`src/rtl/sev_seg_scan.sv`:
```
// Four-digit multiplexed seven-segment scanner with inter-digit blanking,
// frame-synchronous value loading and optional leading-zero suppression.
module sev_seg_scan #(
  parameter int unsigned DWELL = 4,
  parameter int unsigned BLANK = 1
) (
  input  logic        clk,
  input  logic        reset,
  input  logic        clk_en,
  input  logic [15:0] value,
  input  logic [3:0]  dp_in,
  input  logic        load,
  input  logic        lz_blank,
  output logic [3:0]  an,
  output logic [6:0]  seg,
  output logic        dp,
  output logic        frame_start
);

  typedef enum logic {StBlank, StShow} state_e;

  localparam logic [7:0] DwellLast = 8'(DWELL - 1);
  localparam logic [7:0] BlankLast = 8'(BLANK - 1);
  localparam bit         NoBlank   = (BLANK == 0);

  state_e      state_q, state_d;
  logic [1:0]  idx_q, idx_d;
  logic [7:0]  cnt_q, cnt_d;
  logic [15:0] pend_val_q, pend_val_d;
  logic [3:0]  pend_dp_q, pend_dp_d;
  logic [15:0] act_val_q, act_val_d;
  logic [3:0]  act_dp_q, act_dp_d;
  logic [3:0]  an_d;
  logic [6:0]  seg_d;
  logic        dp_d;
  logic        fs_d;
  logic        enter_show;
  logic        frame;
  logic [3:0]  nib;
  logic        lead_zero;

  function automatic logic [6:0] hex_to_seg(input logic [3:0] h);
    logic [6:0] s;
    unique case (h)
      4'h0: s = 7'h40;
      4'h1: s = 7'h79;
      4'h2: s = 7'h24;
      4'h3: s = 7'h30;
      4'h4: s = 7'h19;
      4'h5: s = 7'h12;
      4'h6: s = 7'h02;
      4'h7: s = 7'h78;
      4'h8: s = 7'h00;
      4'h9: s = 7'h10;
      4'hA: s = 7'h08;
      4'hB: s = 7'h03;
      4'hC: s = 7'h46;
      4'hD: s = 7'h21;
      4'hE: s = 7'h06;
      default: s = 7'h0E;
    endcase
    return s;
  endfunction

  // Scan sequencing: counter advances on clk_en only, clears on any transition.
  always_comb begin
    state_d    = state_q;
    idx_d      = idx_q;
    cnt_d      = cnt_q;
    enter_show = 1'b0;
    if (clk_en) begin
      cnt_d = cnt_q + 8'd1;
      case (state_q)
        StShow: begin
          if (cnt_q == DwellLast) begin
            cnt_d = '0;
            if (NoBlank) begin
              enter_show = 1'b1;
            end else begin
              state_d = StBlank;
            end
          end
        end
        default: begin
          if (NoBlank || (cnt_q == BlankLast)) begin
            cnt_d      = '0;
            enter_show = 1'b1;
          end
        end
      endcase
    end
    if (enter_show) begin
      state_d = StShow;
      idx_d   = idx_q + 2'd1;
    end

    pend_val_d = load ? value : pend_val_q;
    pend_dp_d  = load ? dp_in : pend_dp_q;
    // A load on the boundary edge bypasses pending straight into active.
    frame      = enter_show && (idx_d == 2'd0);
    act_val_d  = frame ? pend_val_d : act_val_q;
    act_dp_d   = frame ? pend_dp_d : act_dp_q;
  end

  // Outputs are decoded from next-state so they update on the same edge.
  always_comb begin
    nib       = act_val_d[3:0];
    lead_zero = 1'b0;
    unique case (idx_d)
      2'd0: begin
        nib       = act_val_d[3:0];
        lead_zero = 1'b0;
      end
      2'd1: begin
        nib       = act_val_d[7:4];
        lead_zero = (act_val_d[15:4] == 12'h000);
      end
      2'd2: begin
        nib       = act_val_d[11:8];
        lead_zero = (act_val_d[15:8] == 8'h00);
      end
      default: begin
        nib       = act_val_d[15:12];
        lead_zero = (act_val_d[15:12] == 4'h0);
      end
    endcase

    an_d  = 4'hF;
    seg_d = 7'h7F;
    dp_d  = 1'b1;
    fs_d  = frame;
    if (state_d == StShow) begin
      an_d  = ~(4'b0001 << idx_d);
      seg_d = (lz_blank && lead_zero) ? 7'h7F : hex_to_seg(nib);
      dp_d  = ~act_dp_d[idx_d];
    end
  end

  always_ff @(posedge clk) begin
    if (reset) begin
      state_q     <= StBlank;
      idx_q       <= 2'd3;
      cnt_q       <= '0;
      pend_val_q  <= '0;
      pend_dp_q   <= '0;
      act_val_q   <= '0;
      act_dp_q    <= '0;
      an          <= 4'hF;
      seg         <= 7'h7F;
      dp          <= 1'b1;
      frame_start <= 1'b0;
    end else begin
      state_q     <= state_d;
      idx_q       <= idx_d;
      cnt_q       <= cnt_d;
      pend_val_q  <= pend_val_d;
      pend_dp_q   <= pend_dp_d;
      act_val_q   <= act_val_d;
      act_dp_q    <= act_dp_d;
      an          <= an_d;
      seg         <= seg_d;
      dp          <= dp_d;
      frame_start <= fs_d;
    end
  end

endmodule

```
`config.mk`:
```
export PLATFORM = sky130hd
export DESIGN_NAME = sev_seg_scan
export DESIGN_NICKNAME = d
export VERILOG_FILES = /design/src/rtl/sev_seg_scan.sv
export SDC_FILE = /design/constraint.sdc
export NUM_CORES = 1
export LEC_CHECK = 0
export ABC_AREA = 0
export BUFFER_PORTS_ARGS = -buffer_cell sky130_fd_sc_hd__clkbuf_2
export CORE_MARGIN = 5
export CORE_UTILIZATION = 40
export DETAILED_ROUTE_END_ITERATION = 10
export PLACE_DENSITY = 0.67
export SLEW_MARGIN = 10
export SYNTH_ARGS = -nofsm -noshare
export SYNTH_HDL_FRONTEND = slang
export SYNTH_SLANG_ARGS = --single-unit
export TNS_END_PERCENT = 30
```
`constraint.sdc`:
```
create_clock -name clk -period 3.1 [get_ports clk]
set_input_delay 0.93 -clock clk [delete_from_list [all_inputs] [get_ports clk]]
set_output_delay 0.93 -clock clk [all_outputs]
set_load 0.03 [all_outputs]
```
==> flow_metrics.env, run 1 <==
export IMPL_syn_to_final_growth_pct=21.92
export IMPL_dieWidth_um=95.13
export IMPL_cts_tree="built"
export IMPL_port_buffers=37
export IMPL_peakVddDrop_mv=0.2895
export IMPL_drc=0
export IMPL_critPathLaunchType="input pin"
export IMPL_r2r_slack_ns=0.31
export IMPL_wl_met1_mm=2.915
export IMPL_drtPass1Iterations=4
export IMPL_grt_max_degree=29
export IMPL_post_cts_buffers=0
export IMPL_path_class="in2reg"
export IMPL_die_h_um=95.13
export IMPL_p_per_area_mw_per_mm2=659.1
export IMPL_post_cts_resized=0
export IMPL_maxCapViolCount=0
export IMPL_final_cell_mix="dfxtp_1 (64), nor2_1 (58), clkbuf_2 (37), mux2i_1 (31), buf_4 (27)"
export IMPL_cp_top_family="compound AO/OA/AOI/OAI gates"
export IMPL_met3WireLength_um=315
export IMPL_highest_layer="met4"
export IMPL_crit_chain="clkbuf_2 -> or3b_4 -> o31a_1 -> o21a_1 -> nor2b_4 -> a21oi_2 -> inv_1 -> ha_2 -> mux2_2 -> mux2i_1 -> nand2_1"
export IMPL_dp_hpwl_mm=4.647
export IMPL_layout_drive_gt1_share=0.2640
export IMPL_cts_buffer_depth=2
export IMPL_slowest_delay_ns=0.40
export IMPL_cts_sinks=64
export IMPL_fin_nets=401
export IMPL_rsz0062_at_grt="false"
export IMPL_overflow=0
export IMPL_cts_root_buf="clkbuf_8"
export IMPL_track_usage=0.1525
export IMPL_syn_area_mm2=0.002899
export IMPL_design_area_mm2=0.003535
export IMPL_start_util=0.4062
export IMPL_worstPathMaxFanout=4
export IMPL_min_period_over_period=0.9102
export IMPL_cts_buffers=9
export IMPL_dieArea_mm2=0.009050
export IMPL_grt_pass1_wl_mm=10.72
export IMPL_tightest_slew_ns=0.5804
export IMPL_path_buf_inv=2
export IMPL_final_hold_viol_count=0
export IMPL_finalMaxSlewViolations=0
export IMPL_finalSetupViolations=0
export IMPL_layout_commonest_cell="dfxtp_1"
export IMPL_drtIter0Drc=102
export IMPL_dpl_cell_area_mm2=0.003336
export IMPL_cp_required_ns=3.32
export IMPL_ys_ff_latch=64
export IMPL_ys_warnings_count=0
export IMPL_syn_nets=346
export IMPL_io_pins=38
export IMPL_drtAntennaViolNets=0
export IMPL_insertedDiodeCount=0
export IMPL_fin_worst_skew_ns=0.007728
export IMPL_synth_cell_types=48
export IMPL_p_leak_nw=1.467
export IMPL_slew_headroom=0.6095
export IMPL_clk_pin_slew_ns=0.07
export IMPL_rows=31
export IMPL_crit_arrival_ns=3.04
export IMPL_postSynthAreaPerCell_um2=9.203
export IMPL_end_kind="register"
export IMPL_period_needed_ns=2.822
export IMPL_power_mw=2.330
export IMPL_max_freq_mhz=354.4
export IMPL_clk_latency_ns=0.34
export IMPL_ys_seq_area_frac=0.4420
export IMPL_antenna_found_initial=0
export IMPL_utilization=0.4953
export IMPL_synth_area_top_cells="dfxtp_1 (44%), mux2i_1 (11%), nor2_1 (7.6%)"
export IMPL_synth_top_cell_area_share=0.4420
export IMPL_syn_inst=315
export IMPL_hold_path_class="reg2reg"
export IMPL_hold_buffers=0
export IMPL_h_tree_depth=3
export IMPL_wl_met2_mm=2.834
export IMPL_vias_per_cell=4.859
export IMPL_num_vias=2303
export IMPL_wl_per_cell_um=13.06
export IMPL_gp_congestion=0.8928
export IMPL_yosysTopAreaCell="dfxtp_1"
export IMPL_core_area_mm2=0.007137
export IMPL_grt_pass1_vias=2340
export IMPL_wl_mm=6.192
export IMPL_outcome="finished, final reports clean"
export IMPL_slowest_stage="or3b_4"
==> cell type report <==
type	count	area, um2
fillers	708	3602
multi-input cells	220	1501
flip-flops and latches	64	1281
repair buffers	64	387.9
clock buffers	13	158.9
well taps	99	123.9
inverters	11	41.29
clock inverters	3	40.04
==> layer usage <==
layer,vias up,global-route usage
li1,1219,-
met1,1026,0.1931
met2,48,0.2397
met3,10,0.03946
met4,0,0.07572
met5,-,0
==> state kept, by name, indices dropped and copies added, names as in the netlist <==
name	count
act_dp_q	4
pend_dp_q	4
act_val_q	16
frame_start	1
seg	7
an	4
state_q	1
dp	1
pend_val_q	16
idx_q	2
cnt_q	8
==> kinds of logic (layout without fill, tap and decap cells) <==
| logic type | after synthesis | in the layout | share of synthesized area |
|---|---|---|---|
| AO/OA/AOI/OAI | 52 | 52 | 0.1316 |
| XOR/XNOR | 8 | 8 | 0.02417 |
| adder cells (fa/ha/maj) | 7 | 7 | 0.02935 |
| buffers and inverters | 31 | 91 | 0.04877 |
| flip-flops | 64 | 64 | 0.4420 |
| multiplexers | 37 | 37 | 0.1342 |
| AND/OR/NAND/NOR | 116 | 116 | 0.1899 |
==> final timing paths <==
path | from | end | cells past startpoint
max reg2reg | cnt_q[2] | seg[0] | 11
min reg2reg | pend_val_q[14] | pend_val_q[14] | 2
max | clk_en | seg[3] | 11
min | pend_val_q[14] | pend_val_q[14] | 2
==> through the flow <==
step | hold WS (ns) | cells | setup slack (ns) | TNS, ns
after floorplan | 0.4564 | 315 | -0.001959 | -0.001959
after global placement | 0.4732 | 458 | 0.01529 | 0
after detailed placement | 0.4825 | 458 | -0.07978 | -0.1293
after CTS | 0.5037 | 474 | 0.2656 | 0
after global routing | 0.5420 | 474 | 0.1441 | 0
final | 0.4971 | 474 | 0.2785 | 0
==> tightest hold or removal path: stages (launching register included) <==
cell	delay, ns
dfxtp_1	0.31
mux2i_1	0.08
nor2_1	0.08
==> cells in the mapped netlist (all sizes together) <==
master	number
and3	1
maj3	1
ha	6
or2	1
o211ai	3
nand4	4
o21a	1
o21ai	8
nand2b	2
xnor2	4
a211oi	20
buf	8
nor2	59
o2111ai	1
or3b	2
nand3b	3
or3	3
xor2	4
and4	1
a21oi	9
o221ai	2
mux2i	31
nor2b	4
o41a	1
o22ai	1
dfxtp	64
o31ai	1
o31a	1
a32oi	2
nand2	19
mux2	5
nor4	5
or4	1
nand3	5
a22oi	1
nor3	6
inv	11
clkbuf	12
mux4	1
o21bai	1
==> report_power, final <==
part           internal [mW]  switching (mW)  leakage [nW]
logic                  0.293           0.354         0.837
clock network          0.413           0.309         0.103
registers              0.906          0.0550         0.526
total                   1.61           0.718          1.47
(Power assumes the default switching activity.)
==> run 2: changes to the inputs <==
--- a/config.mk
+++ b/config.mk
@@ -10,4 +10,5 @@
 export CORE_MARGIN = 5
 export CORE_UTILIZATION = 40
+export CTS_CLUSTER_SIZE = 28
 export DETAILED_ROUTE_END_ITERATION = 10
 export PLACE_DENSITY = 0.67
==> constraint.sdc (replaced) <==
create_clock -name clk -period 3.1 [get_ports clk]
set_input_delay 0.62 -clock clk [delete_from_list [all_inputs] [get_ports clk]]
set_output_delay 0.62 -clock clk [all_outputs]
set_load 0.03 [all_outputs]
==> run 2 against run 1 <==
Global-route usage decreased by 0.69 points. Sequential share of layout area grew 0.59 points. Cell area shrank 1.6%. Count of clock-buffer cells in the layout is 1 higher. Non-clock buffer count decreased by 9. Sequential power rose by 0.4%. Clock power up 14%. Cell count is 1.9% lower. First-iteration DRC count grew 26%. Register-to-register slack is essentially flat. Routed wire length fell by 2.3%. Critical endpoint is now seg[0]. Highest routed layer unchanged.
==> flow_metrics.env, run 2 (same netlist as run 1, synthesis figures left out) <==
export IMPL_outcome="finished, final reports clean"
export IMPL_dieWidth_um=95.13
export IMPL_fin_setup_tns_ns=0
export IMPL_layout_commonest_cell="dfxtp_1"
export IMPL_r2r_start="cnt_q[3]"
export IMPL_crit_chain="or4_4 -> o31a_1 -> o21a_1 -> a32oi_1 -> inv_1 -> ha_1 -> or3_1 -> o221ai_2 -> nand2_1"
export IMPL_finalMaxSlewViolations=0
export IMPL_rsz0062_at_grt="false"
export IMPL_clk_latency_ns=0.34
export IMPL_drtPass1Iterations=6
export IMPL_die_h_um=95.13
export IMPL_startpoint="cnt_q[3]"
export IMPL_syn_to_final_growth_pct=19.98
export IMPL_path_buf_inv=1
export IMPL_track_usage=0.1457
export IMPL_tightest_slew_ns=0.6401
export IMPL_wl_mm=6.050
export IMPL_dp_cells=449
export IMPL_holdCritStartpoint="pend_dp_q[1]"
export IMPL_grt_pass1_wl_mm=10.34
export IMPL_crit_arrival_ns=2.99
export IMPL_io_pins=38
export IMPL_period_needed_ns=2.776
export IMPL_dp_hpwl_mm=4.431
export IMPL_rows=31
export IMPL_insertedDiodeCount=0
export IMPL_vias_per_cell=5.015
export IMPL_clk_pin_slew_ns=0.07
export IMPL_p_leak_nw=1.434
export IMPL_slowest_delay_ns=0.59
export IMPL_p_per_area_mw_per_mm2=685.7
export IMPL_start_util=0.4062
export IMPL_post_cts_resized=0
export IMPL_largest_registers="act_val_q x16, pend_val_q x16, cnt_q x8"
export IMPL_hold_path_class="reg2reg"
export IMPL_slowest_stage="or4_4"
export IMPL_path_class="reg2reg"
export IMPL_overflow=0
export IMPL_cts_root_buf="clkbuf_8"
export IMPL_critPathLaunchType="register"
export IMPL_core_area_mm2=0.007137
export IMPL_final_cell_mix="dfxtp_1 (64), nor2_1 (58), clkbuf_2 (37), mux2i_1 (31), a211oi_1 (20)"
export IMPL_layout_drive_gt1_share=0.2350
export IMPL_drtIter0Drc=129
export IMPL_cp_required_ns=3.32
export IMPL_slew_headroom=0.5727
export IMPL_maxCapViolCount=0
export IMPL_hold_buffers=0
export IMPL_fin_nets=392
export IMPL_peakVddDrop_mv=0.3267
export IMPL_post_cts_buffers=0
export IMPL_cts_sinks=64
export IMPL_cts_buffers=9
export IMPL_fin_worst_skew_ns=0.008749
export IMPL_worstPathMaxFanout=5
export IMPL_gp_congestion=0.8805
export IMPL_final_hold_viol_count=0
export IMPL_min_period_over_period=0.8954
export IMPL_port_buffers=37
export IMPL_grt_pass1_vias=2239
export IMPL_dieArea_mm2=0.009050
export IMPL_max_freq_mhz=360.3
export IMPL_num_vias=2332
export IMPL_finalSetupViolations=0
export IMPL_utilization=0.4874
export IMPL_final_instance_count_excl_fill=465
export IMPL_grt_max_degree=45
export IMPL_power_mw=2.385
export IMPL_drtAntennaViolNets=0
export IMPL_wl_per_cell_um=13.01
export IMPL_drc=0
export IMPL_holdWs_ns=0.4959
export IMPL_end_kind="register"
export IMPL_antenna_found_initial=0
export IMPL_h_tree_depth=3
export IMPL_cts_buffer_depth=2
export IMPL_cts_tree="built"
export IMPL_cp_top_family="simple AND/OR/NAND/NOR gates"
run 2: routing by layer:
| layer | vias to the layer above | track usage | wire (um) |
|---|---|---|---|
| li1 | 1199 | - | - |
| met3 | 13 | 0.03788 | 257 |
| met5 | - | 0 | 0 |
| met4 | 0 | 0.06971 | 143 |
| met1 | 1064 | 0.1885 | 2877 |
| met2 | 56 | 0.2251 | 2772 |
run 2: area by class of cell:
| cell class | instances | area, um2 |
|---|---|---|
| tap | 99 | 123.9 |
| sequential | 64 | 1281 |
| multi-input combinational | 220 | 1479 |
| fill | 713 | 3659 |
| clock inverter | 2 | 60.06 |
| clock buffer | 14 | 172.7 |
| inverter | 11 | 41.29 |
| timing repair buffer | 55 | 320.3 |
run 2: report_power, final:
group	total (mW)	internal [mW]	switching, mW	leakage, nW
Sequential	0.965	0.906	0.0593	0.526
Clock	0.825	0.520	0.305	0.117
Combinational	0.595	0.259	0.337	0.791
Total	2.39	1.68	0.701	1.43
run 2: worst paths after layout:
kind | end | slack (ns) | cells past startpoint
max | seg[0] | 0.32 | 9
min | pend_dp_q[1] | 0.50 | 2
max reg2reg | seg[0] | 0.32 | 9
min reg2reg | pend_dp_q[1] | 0.50 | 2
run 2: worst min-delay path, delay by kind of cell, from the launching register on:
| kind | cells | cell delay [ns] |
|---|---|---|
| mux | 1 | 0.07 |
| flops | 1 | 0.31 |
| simple gates | 1 | 0.08 |
run 2: metrics by stage:
| stage | setup WS, ns | instance area (um2) |
|---|---|---|
| after CTS | 0.3229 | 3478 |
| after detailed placement | 0.08136 | 3246 |
| after global routing | 0.09444 | 3478 |
| final | 0.3242 | 3478 |
| after floorplan | 0.08364 | 2899 |
| after global placement | 0.1387 | 3246 |
==> run 3: changes to the inputs <==
MAX_ROUTING_LAYER = met4   (was not set)
RECOVER_POWER = 25   (was not set)
==> run 3 against run 2 <==
Combinational power about the same. Worst setup slack worse by 0.040 ns. Power down 3.9%. Via count down 1.8%. Cell count down 0.43%. First-iteration DRC count down 45%. Largest power group unchanged. Non-clock buffer count down 2. Sequential power about the same. Register-to-register slack worse by 0.04 ns.
==> flow_metrics.env, run 3 (same netlist as run 1, synthesis figures left out) <==
export IMPL_drtIter0Drc=71
export IMPL_drtAntennaViolNets=0
export IMPL_core_area_mm2=0.007137
export IMPL_rsz0062_at_grt="false"
export IMPL_vias_per_cell=4.944
export IMPL_final_cell_mix="dfxtp_1 (64), nor2_1 (58), clkbuf_2 (36), mux2i_1 (31), a211oi_1 (20)"
export IMPL_cts_sinks=64
export IMPL_start_util=0.4062
export IMPL_cts_tree="built"
export IMPL_dieArea_mm2=0.009050
export IMPL_critPathLaunchType="register"
export IMPL_layout_commonest_cell="dfxtp_1"
export IMPL_antenna_found_initial=0
export IMPL_worstPathMaxFanout=5
export IMPL_fin_setup_tns_ns=0
export IMPL_p_leak_nw=1.401
export IMPL_max_freq_mhz=355.2
export IMPL_outcome="finished, final reports clean"
export IMPL_syn_to_final_growth_pct=18.56
export IMPL_path_class="reg2reg"
export IMPL_dp_cells=447
export IMPL_crit_chain="or4_4 -> o31a_1 -> o21a_1 -> a32oi_1 -> inv_1 -> ha_1 -> or3_1 -> o221ai_2 -> nand2_1"
export IMPL_peakVddDrop_mv=0.2736
export IMPL_period_needed_ns=2.815
export IMPL_finalSetupViolations=0
export IMPL_r2r_start="cnt_q[3]"
export IMPL_fin_nets=390
export IMPL_p_per_area_mw_per_mm2=666.9
export IMPL_slew_headroom=0.4790
export IMPL_startpoint="cnt_q[3]"
export IMPL_r2r_cells=9
export IMPL_drtPass1Iterations=4
export IMPL_cts_buffers=9
export IMPL_post_cts_buffers=0
export IMPL_design_area_mm2=0.003437
export IMPL_cp_required_ns=3.31
export IMPL_num_vias=2289
export IMPL_fin_worst_skew_ns=0.01203
export IMPL_finalMaxSlewViolations=0
export IMPL_grt_max_degree=45
export IMPL_end_kind="register"
export IMPL_power_mw=2.292
export IMPL_io_pins=38
export IMPL_die_h_um=95.13
export IMPL_worstReg2RegEnd="seg[0]"
export IMPL_gp_congestion=0.9136
export IMPL_track_usage=0.1518
export IMPL_post_cts_resized=0
export IMPL_tightest_slew_ns=0.7815
export IMPL_rows=31
export IMPL_grt_pass1_vias=2292
export IMPL_cts_buffer_depth=2
export IMPL_min_period_over_period=0.9082
export IMPL_largest_registers="act_val_q x16, pend_val_q x16, cnt_q x8"
export IMPL_port_buffers=37
export IMPL_maxCapViolCount=0
export IMPL_hold_path_class="reg2reg"
export IMPL_drc=0
export IMPL_layout_drive_gt1_share=0.2335
export IMPL_cts_root_buf="clkbuf_8"
export IMPL_slowest_stage="or4_4"
export IMPL_crit_arrival_ns=3.03
export IMPL_wl_mm=6.088
export IMPL_wl_per_cell_um=13.15
export IMPL_dp_hpwl_mm=4.472
export IMPL_r2r_slack_ns=0.28
export IMPL_crit_end="seg[0]"
export IMPL_dpl_cell_area_mm2=0.003231
export IMPL_overflow=0
export IMPL_final_hold_viol_count=0
export IMPL_h_tree_depth=3
export IMPL_clk_latency_ns=0.34
export IMPL_slowest_delay_ns=0.59
export IMPL_clk_pin_slew_ns=0.08
export IMPL_dieWidth_um=95.13
export IMPL_grt_pass1_wl_mm=10.46
export IMPL_hold_buffers=0
export IMPL_insertedDiodeCount=0
export IMPL_final_instance_count_excl_fill=463
run 3: changes by cell type in the layout (fill, tap and decap cells not counted):
cell	delta
clkinvlp_4	+2
bufinv_16	-1
clkinv_4	+1
clkinv_2	+1
clkbuf_2	-1
clkbuf_8	-2
nor4_1	-1
clkbuf_4	+1
buf_4	-4
inv_6	+1
nor4_2	+1
run 3: layout make-up:
type / count / area (um2)
fill: 726 / 3700
multi-input combinational: 220 / 1485
sequential: 64 / 1281
timing repair buffer: 53 / 300.3
clock buffer: 10 / 137.6
tap: 99 / 123.9
clock inverter: 6 / 67.56
inverter: 11 / 41.29
run 3: worst min path at each step:
| stage | startpoint | to | slack (ns) | cells after the start |
|---|---|---|---|---|
| 6_report | pend_dp_q[2] | pend_dp_q[2] | 0.49 | 2 |
| 5_1_grt | pend_val_q[7] | pend_val_q[7] | 0.52 | 2 |
| 3_3_place_gp | pend_dp_q[2] | pend_dp_q[2] | 0.48 | 2 |
| 2_1_floorplan | pend_dp_q[1] | pend_dp_q[1] | 0.46 | 2 |
| 3_5_place_dp | pend_val_q[8] | pend_val_q[8] | 0.48 | 2 |
| 4_1_cts | pend_val_q[8] | pend_val_q[8] | 0.50 | 2 |
run 3: critical path: cells and delay by family (launching register included):
kind            cells  cell delay (ns)
fa+ha+maj           1             0.25
buf+inv             1             0.12
compound gates      4             0.89
flops               1             0.37
simple gates        3             1.06
run 3: through the flow:
| stage | setup slack, ns | hold slack, ns | util |
|---|---|---|---|
| finish | 0.2845 | 0.4942 | 0.4816 |
| global route | 0.05807 | 0.5187 | 0.4816 |
| CTS | 0.1637 | 0.5024 | 0.4814 |
| detailed placement | 0.04719 | 0.4835 | 0.4527 |
| global placement | 0.1458 | 0.4764 | 0.4527 |
| floorplan | 0.08364 | 0.4564 | - |
run 3: power by group:
group | total (mW) | switching (mW) | internal [mW] | leakage, nW
combinational | 0.593 | 0.338 | 0.256 | 0.776
clock | 0.731 | 0.335 | 0.396 | 0.0989
sequential | 0.968 | 0.0630 | 0.905 | 0.526
run 3: metal layers:
layer	wire length, um	global-route usage	part of all wire
met5	0	-	0
met2	2801	0.2315	0.46
met3	194	0.02920	0.032
met1	2985	0.1924	0.49
met4	107	0.07332	0.018
